## src/rtl/hwag_pkg.sv

```systemverilog
// Shared definitions for the crank-wheel tooth/gap capture logic.
package hwag_pkg;

  localparam int TEETH_DEFAULT = 58;
  localparam int WIDTH_DEFAULT = 24;

  typedef enum logic [1:0] {
    IDLE   = 2'd0,
    FIRST  = 2'd1,
    SEARCH = 2'd2,
    SYNC   = 2'd3
  } state_t;

endpackage

```

## src/rtl/sat_timer.sv

```systemverilog
// Saturating up-counter: loads 1 on load, holds when disabled, carry at all-ones.
module sat_timer #(
  parameter int WIDTH = 24
) (
  input  logic             clk,
  input  logic             rst,
  input  logic             ena,
  input  logic             load,
  output logic [WIDTH-1:0] count,
  output logic             carry
);

  assign carry = &count;

  always_ff @(posedge clk) begin
    if (rst) begin
      count <= '0;
    end else if (ena) begin
      if (load) begin
        count <= WIDTH'(1);
      end else if (!carry) begin
        count <= count + WIDTH'(1);
      end
    end
  end

endmodule

```

## src/rtl/tooth_period_capture.sv

```systemverilog
// Measures tooth periods on a 60-2 style wheel and locks onto the missing-tooth gap.
//
// state  | meaning
// IDLE   | no reference edge yet (after reset or timer stall)
// FIRST  | one edge seen, next edge yields the first period
// SEARCH | periods valid, looking for a gap (period >= 2 * previous)
// SYNC   | gap found, tooth index tracks position on the wheel
module tooth_period_capture
  import hwag_pkg::*;
#(
  parameter int WIDTH = WIDTH_DEFAULT,
  parameter int TEETH = TEETH_DEFAULT
) (
  input  logic             clk,
  input  logic             rst,
  input  logic             ena,
  input  logic             cap_rise,
  input  logic             cap_fall,
  input  logic             edge_sel,
  output logic [WIDTH-1:0] period,
  output logic             period_valid,
  output logic             gap,
  output logic             synced,
  output logic [5:0]       tooth,
  output logic             sync_err,
  output logic             stall
);

  localparam logic [5:0] LAST_TOOTH = 6'(TEETH - 1);

  state_t           state_q, state_d;
  logic [WIDTH-1:0] timer;
  logic             carry;
  logic [WIDTH-1:0] prev_q, prev_d;
  logic [WIDTH-1:0] period_q, period_d;
  logic [5:0]       tooth_q, tooth_d;
  logic             valid_q, valid_d;
  logic             gap_q, gap_d;
  logic             err_q, err_d;
  logic             stall_q, stall_d;
  logic             act;
  logic             gap_cond;

  assign act = ena & (edge_sel ? cap_rise : cap_fall);

  sat_timer #(.WIDTH(WIDTH)) u_timer (
    .clk   (clk),
    .rst   (rst),
    .ena   (ena),
    .load  (act),
    .count (timer),
    .carry (carry)
  );

  // One extra bit so that 2*prev cannot wrap for large previous periods.
  assign gap_cond = {1'b0, timer} >= {prev_q, 1'b0};

  always_comb begin
    state_d  = state_q;
    prev_d   = prev_q;
    period_d = period_q;
    tooth_d  = tooth_q;
    valid_d  = 1'b0;
    gap_d    = 1'b0;
    err_d    = 1'b0;
    stall_d  = stall_q;

    if (act) begin
      stall_d = 1'b0;
      if (state_q != IDLE) begin
        valid_d  = 1'b1;
        period_d = timer;
        prev_d   = timer;
      end
      unique case (state_q)
        IDLE:  state_d = FIRST;
        FIRST: state_d = SEARCH;
        SEARCH: begin
          if (gap_cond) begin
            gap_d   = 1'b1;
            tooth_d = '0;
            state_d = SYNC;
          end
        end
        SYNC: begin
          if (tooth_q == LAST_TOOTH) begin
            if (gap_cond) begin
              gap_d   = 1'b1;
              tooth_d = '0;
            end else begin
              err_d   = 1'b1;
              state_d = SEARCH;
            end
          end else if (gap_cond) begin
            gap_d   = 1'b1;
            err_d   = 1'b1;
            state_d = SEARCH;
          end else begin
            tooth_d = tooth_q + 6'd1;
          end
        end
        default: state_d = IDLE;
      endcase
    end else if (carry) begin
      // Wheel stopped: drop all history quietly, no sync_err.
      stall_d = 1'b1;
      state_d = IDLE;
    end
  end

  always_ff @(posedge clk) begin
    if (rst) begin
      state_q  <= IDLE;
      prev_q   <= '0;
      period_q <= '0;
      tooth_q  <= '0;
      valid_q  <= 1'b0;
      gap_q    <= 1'b0;
      err_q    <= 1'b0;
      stall_q  <= 1'b0;
    end else begin
      state_q  <= state_d;
      prev_q   <= prev_d;
      period_q <= period_d;
      tooth_q  <= tooth_d;
      valid_q  <= valid_d;
      gap_q    <= gap_d;
      err_q    <= err_d;
      stall_q  <= stall_d;
    end
  end

  assign period       = period_q;
  assign period_valid = valid_q;
  assign gap          = gap_q;
  assign synced       = (state_q == SYNC);
  assign tooth        = tooth_q;
  assign sync_err     = err_q;
  assign stall        = stall_q;

endmodule

```

## config.mk

```make
export PLATFORM = sky130hd
export DESIGN_NAME = tooth_period_capture
export DESIGN_NICKNAME = d
export VERILOG_FILES = /design/src/rtl/hwag_pkg.sv /design/src/rtl/sat_timer.sv /design/src/rtl/tooth_period_capture.sv
export SDC_FILE = /design/constraint.sdc
export NUM_CORES = 1
export LEC_CHECK = 0
export ABC_AREA = 1
export ABC_CLOCK_PERIOD_IN_PS = 2100
export CAP_MARGIN = 20
export CELL_PAD_IN_SITES_DETAIL_PLACEMENT = 0
export CELL_PAD_IN_SITES_GLOBAL_PLACEMENT = 1
export CORE_MARGIN = 2
export CORE_UTILIZATION = 25
export DETAILED_ROUTE_END_ITERATION = 16
export GPL_ROUTABILITY_DRIVEN = 1
export PLACE_DENSITY_LB_ADDON = 0.1
export SETUP_SLACK_MARGIN = 0.15
export SLEW_MARGIN = 20
export SYNTH_ARGS = -nofsm -noshare
export SYNTH_HDL_FRONTEND = slang
export SYNTH_SLANG_ARGS = --single-unit
```

## constraint.sdc

```tcl
create_clock -name clk -period 2.1 [get_ports clk]
set_input_delay 0.42 -clock clk [delete_from_list [all_inputs] [get_ports clk]]
set_output_delay 0.42 -clock clk [all_outputs]
set_load 0.02 [all_outputs]
```

==> impl_metrics.csv, run 1 <==
group,metric,value,unit
run_status,status,"finished, violations left",
run_status,violations,"negative setup slack",
cts,cts_tree,"yes",
logic_synthesis,ys_ff_latch,60,
cells_and_area,final_nets,665,
floorplan,fp-row-count,43,
logic_synthesis,synth_cell_types,34,
cts,cts_root_buf,"clkbuf_16",
floorplan,die_x,123,um
drt,wirelength,12400,um
worst_hold_path,hp-class,"flip-flop to flip-flop",
critical_path,endpoint_kind,"flip-flop",
cts,h-tree-depth,3,
drt,vias_per_cell,4.56,
global_routing,grt_pass1_wl,19300,um
global_routing,antenna_found_initial,0,
logic_synthesis,synth_edf_count,0,
global_routing,first_global_vias,3539,
sta,period_share,1.02,
critical_path,crit_family,"simple AND/OR/NAND/NOR gates",
logic_synthesis,yosysWarnings,0,
critical_path,path_class,"flip-flop to flip-flop",
sta,period_minus_slack,2140,ps
global_routing,overflow,0,
critical_path,crit_top_cell,"nand2_2",
sta,fin_tns_setup,-80.4,ps
flow_run,drv_cap,0,
sta,hold_viol_final,0,
cells_and_area,layout_commonest_cell,"nand2_1",
cts,clk_pin_slew,60,ps
cells_and_area,drive_above_1_share,0.363,
floorplan,pin_count,41,
cts,clock_path_buffers,2,
place,gp_congestion,0.791,
cells_and_area,area_growth_syn_to_layout,58.5,%
critical_path,cp_slowest_cell,"dfxtp_4",
place,dp_hpwl,9190,um
critical_path,arrival,2370,ps
cells_and_area,utilization,0.405,
power,p_leak,2.25,nW
floorplan,die_area,15200,sq um
logic_synthesis,syn_area,3550,sq um
sta,setup_violations,3,
critical_path,critPathLaunchType,"flip-flop",
critical_path,worstPathCellList,"inv_4, ha_4, inv_4, nor3_4, nand2_2, nor3_4, nand2_2, nand2_2, inv_2, ha_4, o21ai_2, nand3_2, nor2_1, nor2_1",
critical_path,path_max_fanout,3,
sta,skew,4.23,ps
power,vdd_ir_drop_max,0.317,mV
critical_path,worstPathRequired,2330,ps
critical_path,slowest_delay,360,ps
cts,hold_buffers,0,
place,port_buffers,40,
cts,clock_latency,340,ps
logic_synthesis,ys.flop_type,"dfxtp_1",
global_routing,grt_use_total,0.170,
sta,drv_slew,0,
cells_and_area,n_antenna_cell,0,
drt,drc,0,
logic_synthesis,synthArstFlopShare,0,
drt,ant_nets,0,
floorplan,core_area,13900,sq um
logic_synthesis,postSynthCellCount,510,
drt,first_pass_iters,4,
sta,setup_ws,-43.4,ps
drt,wl_per_cell,15.2,um
cts,cts_buffers,9,
global_routing,grt_start_max_net_pins,28,
critical_path,crit_buf_inv,3,
sta,maxSlewHeadroom,0.729,
floorplan,die_h,123,um
logic_synthesis,syn_area_per_cell,6.96,sq um
floorplan,start_util,0.256,
sta,worstMarginPinSlew,403,ps
sta,rsz0062_at_grt,"true",
drt,drt_iter0_markers,203,
logic_synthesis,ys_seq_area_frac,0.339,
sta,max_freq,0.467,GHz
place,post-place-ws,-80.8,ps
cts,clock-sinks,60,
logic_synthesis,postSynthNetCount,544,
cells_and_area,final_cell_mix,"81 x nand2_1, 71 x buf_4, 56 x inv_1",
power,power_density,572,nW/um^2
drt,num_vias,3720,
[metrics by stage]
step	power (W)	hold WS, ps	instance area (sq um)	cells
2_1_floorplan	0.00148	465	3680	510
3_3_place_gp	0.00174	460	4790	783
3_5_place_dp	0.00174	467	4790	783
4_1_cts	0.00319	477	5270	809
5_1_grt	0.00336	492	5620	816
6_report	0.00322	475	5620	816
[worst reg2reg max path, cell delays in order, from the launching register on]
cell and delay [ps]:
dfxtp_4 360, inv_4 40, ha_4 260, inv_4 40, nor3_4 190, nand2_2 110, nor3_4 210, nand2_2 110
nand2_2 110, inv_2 60, ha_4 150, o21ai_2 150, nand3_2 80, nor2_1 120, nor2_1 40
[state kept, by name, indices dropped and copies added, names as in the netlist]
register,cells
tooth,6
u_timer.count,24
gap,1
period_valid,1
sync_err,1
state_q,2
period,24
stall,1
[cell usage after synthesis, types with 2 or more instances]
master	n	area [sq um]
nand4_1	12	75.1
nor2_2	5	31.3
o21ai_1	3	15.0
nor2_1	52	195
inv_2	4	15.0
inv_1	75	282
nand2_1	96	360
buf_2	2	10.0
a21oi_1	55	275
nor3_1	14	70.1
clkbuf_1	8	30.0
xnor2_1	3	26.3
ha_1	28	350
dfxtp_1	60	1200
xor2_1	6	52.6
nand3b_1	3	22.5
nor3_2	5	50.1
buf_6	3	33.8
a211oi_2	2	25.0
nand3_1	25	125
nand2_2	2	12.5
o21ai_0	35	175
[cell families after synthesis]
group	after synthesis	synth area share
flops	60	0.339
compound gates	100	0.149
buf+inv	92	0.104
simple gates	220	0.284
mux	1	0.00317
fa+ha+maj	28	0.0987
xor+xnor	9	0.0222
[per-layer routing]
metal,share of wire,wire length [um],GRT usage
met5,0,0,0
met4,0.026,318,0.0803
met3,0.037,462,0.0258
met2,0.45,5580,0.254
met1,0.49,6030,0.240
[worst paths after layout]
kind,start,end,slack (ps),depth (start not counted)
setup / recovery,period[22],state_q[0],-40,14
setup reg to reg,period[22],state_q[0],-40,14
hold / removal,period[17],period[17],470,2
hold reg to reg,period[17],period[17],470,2
[repair_timing]
| action | CTS | global route |
|---|---|---|
| setup endpoints to repair | 24 | 34 |
| buffers inserted | 10 | 6 |
| resized for setup | 34 | 65 |
| pin swaps | 15 | 36 |
| cloned | 0 | 1 |
[layout make-up]
type	instances	area [sq um]
sequential	60	1280
inverter	79	309
timing repair buffer	123	1130
clock inverter	4	25.0
fill	1429	8260
tap	180	225
clock buffer	12	246
multi-input combinational	358	2410
[power breakdown]
| part | switching [W] | internal (W) |
|---|---|---|
| logic | 0.000346 | 0.000298 |
| registers | 0.0000256 | 0.00116 |
| clock network | 0.000556 | 0.000827 |
| total | 0.000927 | 0.00229 |
No activity file was read; power rests on OpenSTA's default activity.
==> run 2, diff against run 1 <==
Settings changed: GPL_TIMING_DRIVEN from default to 0.
==> impl_metrics.csv, run 2 (same netlist as run 1, synthesis figures left out) <==
group,metric,value,unit
sta,worstMarginPinSlew,628,ps
power,p_leak,1.95,nW
cells_and_area,utilization,0.370,
cells_and_area,layout_commonest_cell,"nand2_1",
drt,num_vias,3507,
cells_and_area,instances_no_fill,765,
critical_path,path_class,"flip-flop to flip-flop",
drt,wirelength,11400,um
global_routing,grt_start_max_net_pins,11,
place,numPlacedInstances,730,
sta,setup_violations,2,
sta,hold_viol_final,0,
sta,drv_slew,0,
floorplan,core_area,13900,sq um
cells_and_area,n_antenna_cell,0,
floorplan,fp-row-count,43,
critical_path,path_max_fanout,6,
cells_and_area,final_area,5130,sq um
drt,drc,0,
cts,clock_latency,340,ps
drt,drt_iter0_markers,177,
sta,rsz0062_at_grt,"true",
global_routing,antenna_found_initial,0,
cts,cts_buffers,9,
sta,setup_ws,-11.7,ps
cells_and_area,final_cell_mix,"82 x nand2_1, 60 x inv_1, 50 x a21oi_1",
cells_and_area,drive_above_1_share,0.292,
floorplan,die_area,15200,sq um
sta,maxSlewHeadroom,0.581,
sta,max_freq,0.474,GHz
cells_and_area,area_growth_syn_to_layout,44.7,%
sta,skew,8.49,ps
place,gp_congestion,0.801,
flow_run,drv_cap,0,
cts,clock_path_buffers,2,
global_routing,grt_use_total,0.160,
floorplan,die_h,123,um
worst_hold_path,hp-class,"flip-flop to flip-flop",
global_routing,grt_pass1_wl,18200,um
power,power_density,628,nW/um^2
drt,wl_per_cell,14.9,um
sta,fin_tns_setup,-19.5,ps
floorplan,die_x,123,um
floorplan,pin_count,41,
sta,period_share,1.01,
drt,ant_nets,0,
drt,first_pass_iters,4,
critical_path,worstPathRequired,2290,ps
critical_path,arrival,2300,ps
floorplan,start_util,0.256,
global_routing,overflow,0,
critical_path,endpoint_kind,"flip-flop",
cts,h-tree-depth,3,
run_status,status,"finished, violations left",
cells_and_area,final_nets,614,
run_status,violations,"negative setup slack",
cts,cts_tree,"yes",
place,place_area,4310,sq um
critical_path,reg2reg_slack,-10,ps
power,vdd_ir_drop_max,0.318,mV
place,port_buffers,40,
global_routing,first_global_vias,3397,
cts,cts_root_buf,"clkbuf_16",
place,dp_hpwl,8590,um
critical_path,critPathLaunchType,"flip-flop",
sta,period_minus_slack,2110,ps
cts,clk_pin_slew,50,ps
cts,clock-sinks,60,
drt,vias_per_cell,4.58,
cells_and_area,fillers,1464,
run 2: critical path, stage by stage (launching register included):
cell and delay, ps:
dfxtp_4 350, inv_4 40, ha_4 260, inv_4 40
nor3_4 190, nand2_2 100, buf_6 130, a21oi_4 120
nor2_4 70, nand2_4 90, buf_6 90, nand3b_1 230
nand3_1 170, a21oi_1 70
run 2: path summary, 6_finish.rpt:
check,from,to,cells after the start
worst max-delay path,period[22],tooth[2],13
worst min-delay path,period[10],period[10],2
worst max register to register,period[22],tooth[2],13
worst min register to register,period[10],period[10],2
run 2: area by class of cell:
type,count,area [sq um],share of cell area
multi-input combinational,358,2310,0.450
sequential,60,1320,0.258
timing repair buffer,59,587,0.114
inverter,79,307,0.0597
clock buffer,15,288,0.0561
tap,180,225,0.0439
buffer,13,90.1,0.0175
clock inverter,1,5.00,0.000975
run 2: power breakdown:
| group | switching, W | internal [W] | total (W) |
|---|---|---|---|
| Clock | 0.000520 | 0.000926 | 0.00145 |
| Sequential | 0.0000275 | 0.00115 | 0.00118 |
| Combinational | 0.000331 | 0.000265 | 0.000596 |
| Total | 0.000879 | 0.00234 | 0.00322 |
run 2: layer usage:
| layer | global-route usage | vias to the layer above | wire, um | share of wire |
|---|---|---|---|---|
| met5 | 0 | - | 0 | 0 |
| met4 | 0.0661 | 0 | 240 | 0.021 |
| met3 | 0.0254 | 15 | 396 | 0.035 |
| met2 | 0.250 | 45 | 5260 | 0.46 |
| met1 | 0.218 | 1624 | 5530 | 0.48 |
| li1 | - | 1823 | - | - |
run 2: through the flow:
step           total power, W  hold WS, ps  worst slack, ps
2_1_floorplan         0.00148          465              149
3_3_place_gp          0.00163          466             -370
3_5_place_dp          0.00163          467             -343
4_1_cts               0.00321          476            -64.3
5_1_grt               0.00339          498             -134
6_report              0.00322          470            -11.7
run 2: timing repair:
item | in CTS | in global routing
gates cloned | 0 | 1
setup endpoints to repair | 58 | 35
hold buffers | 0 | 0
gates resized for setup | 53 | 57
pin swaps | 16 | 35
setup buffers | 10 | 8
==> run 3, diff against run 2 <==
Settings changed: DONT_BUFFER_PORTS from default to 1, SKIP_CTS_REPAIR_TIMING from default to 1.
==> impl_metrics.csv, run 3 (same netlist as run 1, synthesis figures left out) <==
group,metric,value,unit
cts,clock_latency,340,ps
cells_and_area,utilization,0.325,
sta,max_freq,0.443,GHz
critical_path,path_class,"flip-flop to flip-flop",
floorplan,die_x,123,um
global_routing,overflow,0,
sta,worstMarginPinSlew,637,ps
drt,vias_per_cell,4.69,
cells_and_area,final_nets,560,
cts,h-tree-depth,3,
global_routing,grt_use_total,0.160,
global_routing,grt_pass1_wl,18000,um
global_routing,antenna_found_initial,0,
sta,skew,9.04,ps
global_routing,grt_start_max_net_pins,11,
drt,wirelength,11300,um
floorplan,die_h,123,um
drt,wl_per_cell,15.8,um
power,vdd_ir_drop_max,0.379,mV
critical_path,endpoint_kind,"flip-flop",
place,post-place-ws,-250,ps
worst_hold_path,hp-class,"input pin to flip-flop",
sta,period_minus_slack,2260,ps
sta,drv_slew,0,
drt,num_vias,3334,
run_status,status,"finished, violations left",
cells_and_area,seqCellArea,1310,sq um
flow_run,drv_cap,0,
sta,rsz0062_at_grt,"true",
critical_path,arrival,2530,ps
drt,drc,0,
place,place_area,3910,sq um
global_routing,first_global_vias,3348,
cts,clk_pin_slew,50,ps
floorplan,start_util,0.256,
cells_and_area,drive_above_1_share,0.275,
cells_and_area,final_area,4520,sq um
sta,maxSlewHeadroom,0.575,
critical_path,path_max_fanout,3,
floorplan,core_area,13900,sq um
cells_and_area,multi_input_area,2270,sq um
cells_and_area,area_growth_syn_to_layout,27.3,%
place,dp_hpwl,8690,um
cts,cts_buffers,9,
sta,period_share,1.07,
floorplan,fp-row-count,43,
floorplan,die_area,15200,sq um
drt,first_pass_iters,4,
cells_and_area,final_cell_mix,"84 x nand2_1, 58 x inv_1, 52 x a21oi_1",
power,power_density,695,nW/um^2
place,port_buffers,0,
cts,cts_root_buf,"clkbuf_16",
critical_path,worstPathRequired,2370,ps
cts,clock-sinks,60,
cells_and_area,fillers,1529,
cts,clock_path_buffers,2,
sta,hold_viol_final,0,
cts,cts_tree,"yes",
sta,setup_violations,2,
sta,setup_ws,-156,ps
cells_and_area,n_antenna_cell,0,
place,gp_congestion,0.797,
sta,holdWs,332,ps
drt,drt_iter0_markers,162,
power,total_power,0.00314,W
cells_and_area,layout_commonest_cell,"nand2_1",
drt,ant_nets,0,
power,p_leak,1.72,nW
run_status,violations,"negative setup slack",
floorplan,pin_count,41,
critical_path,critPathLaunchType,"flip-flop",
-- run 3: area by class of cell --
cell class | instances | share of cell area
Buffer | 13 | 0.0163
Clock buffer | 14 | 0.0585
Clock inverter | 2 | 0.00748
Inverter | 79 | 0.0668
Multi-Input combinational cell | 358 | 0.502
Sequential cell | 60 | 0.291
Tap cell | 180 | 0.0499
Timing Repair Buffer | 5 | 0.00831
-- run 3: final timing paths --
check | from | endpoint | slack, ps | cells past startpoint
worst max register to register | period[20] | state_q[1] | -160 | 15
worst min-delay path | rst | u_timer.count[20] | 330 | 3
worst min register to register | period[17] | period[17] | 510 | 2
worst max-delay path | period[20] | state_q[1] | -160 | 15
-- run 3: metrics by stage --
step	instances	setup TNS (ps)
after floorplan	510	0
after global placement	690	-2910
after detailed placement	690	-2560
after CTS	706	-3070
after global routing	711	-1490
final	711	-296
-- run 3: per-layer routing --
metal,up-vias,part of all wire,GRT usage
met1,1558,0.48,0.204
li1,1711,-,-
met5,-,0,0
met2,47,0.47,0.255
met3,18,0.033,0.0304
met4,0,0.027,0.0810
-- run 3: worst max-delay path: stages (launching register included) --
cell,delay [ps]
dfxtp_4,380
inv_2,60
ha_4,270
nand2_4,60
nor3_4,180
nand2_2,100
nor3_4,200
nand2_2,130
nand2_2,120
inv_2,60
ha_4,160
o21ai_4,160
nand3_2,100
nand2_1,90
inv_1,40
nor2_1,90
-- run 3: power breakdown --
part	switching [W]	internal [W]
sequential	0.0000631	0.00116
clock	0.000520	0.000980
combinational	0.000261	0.000154
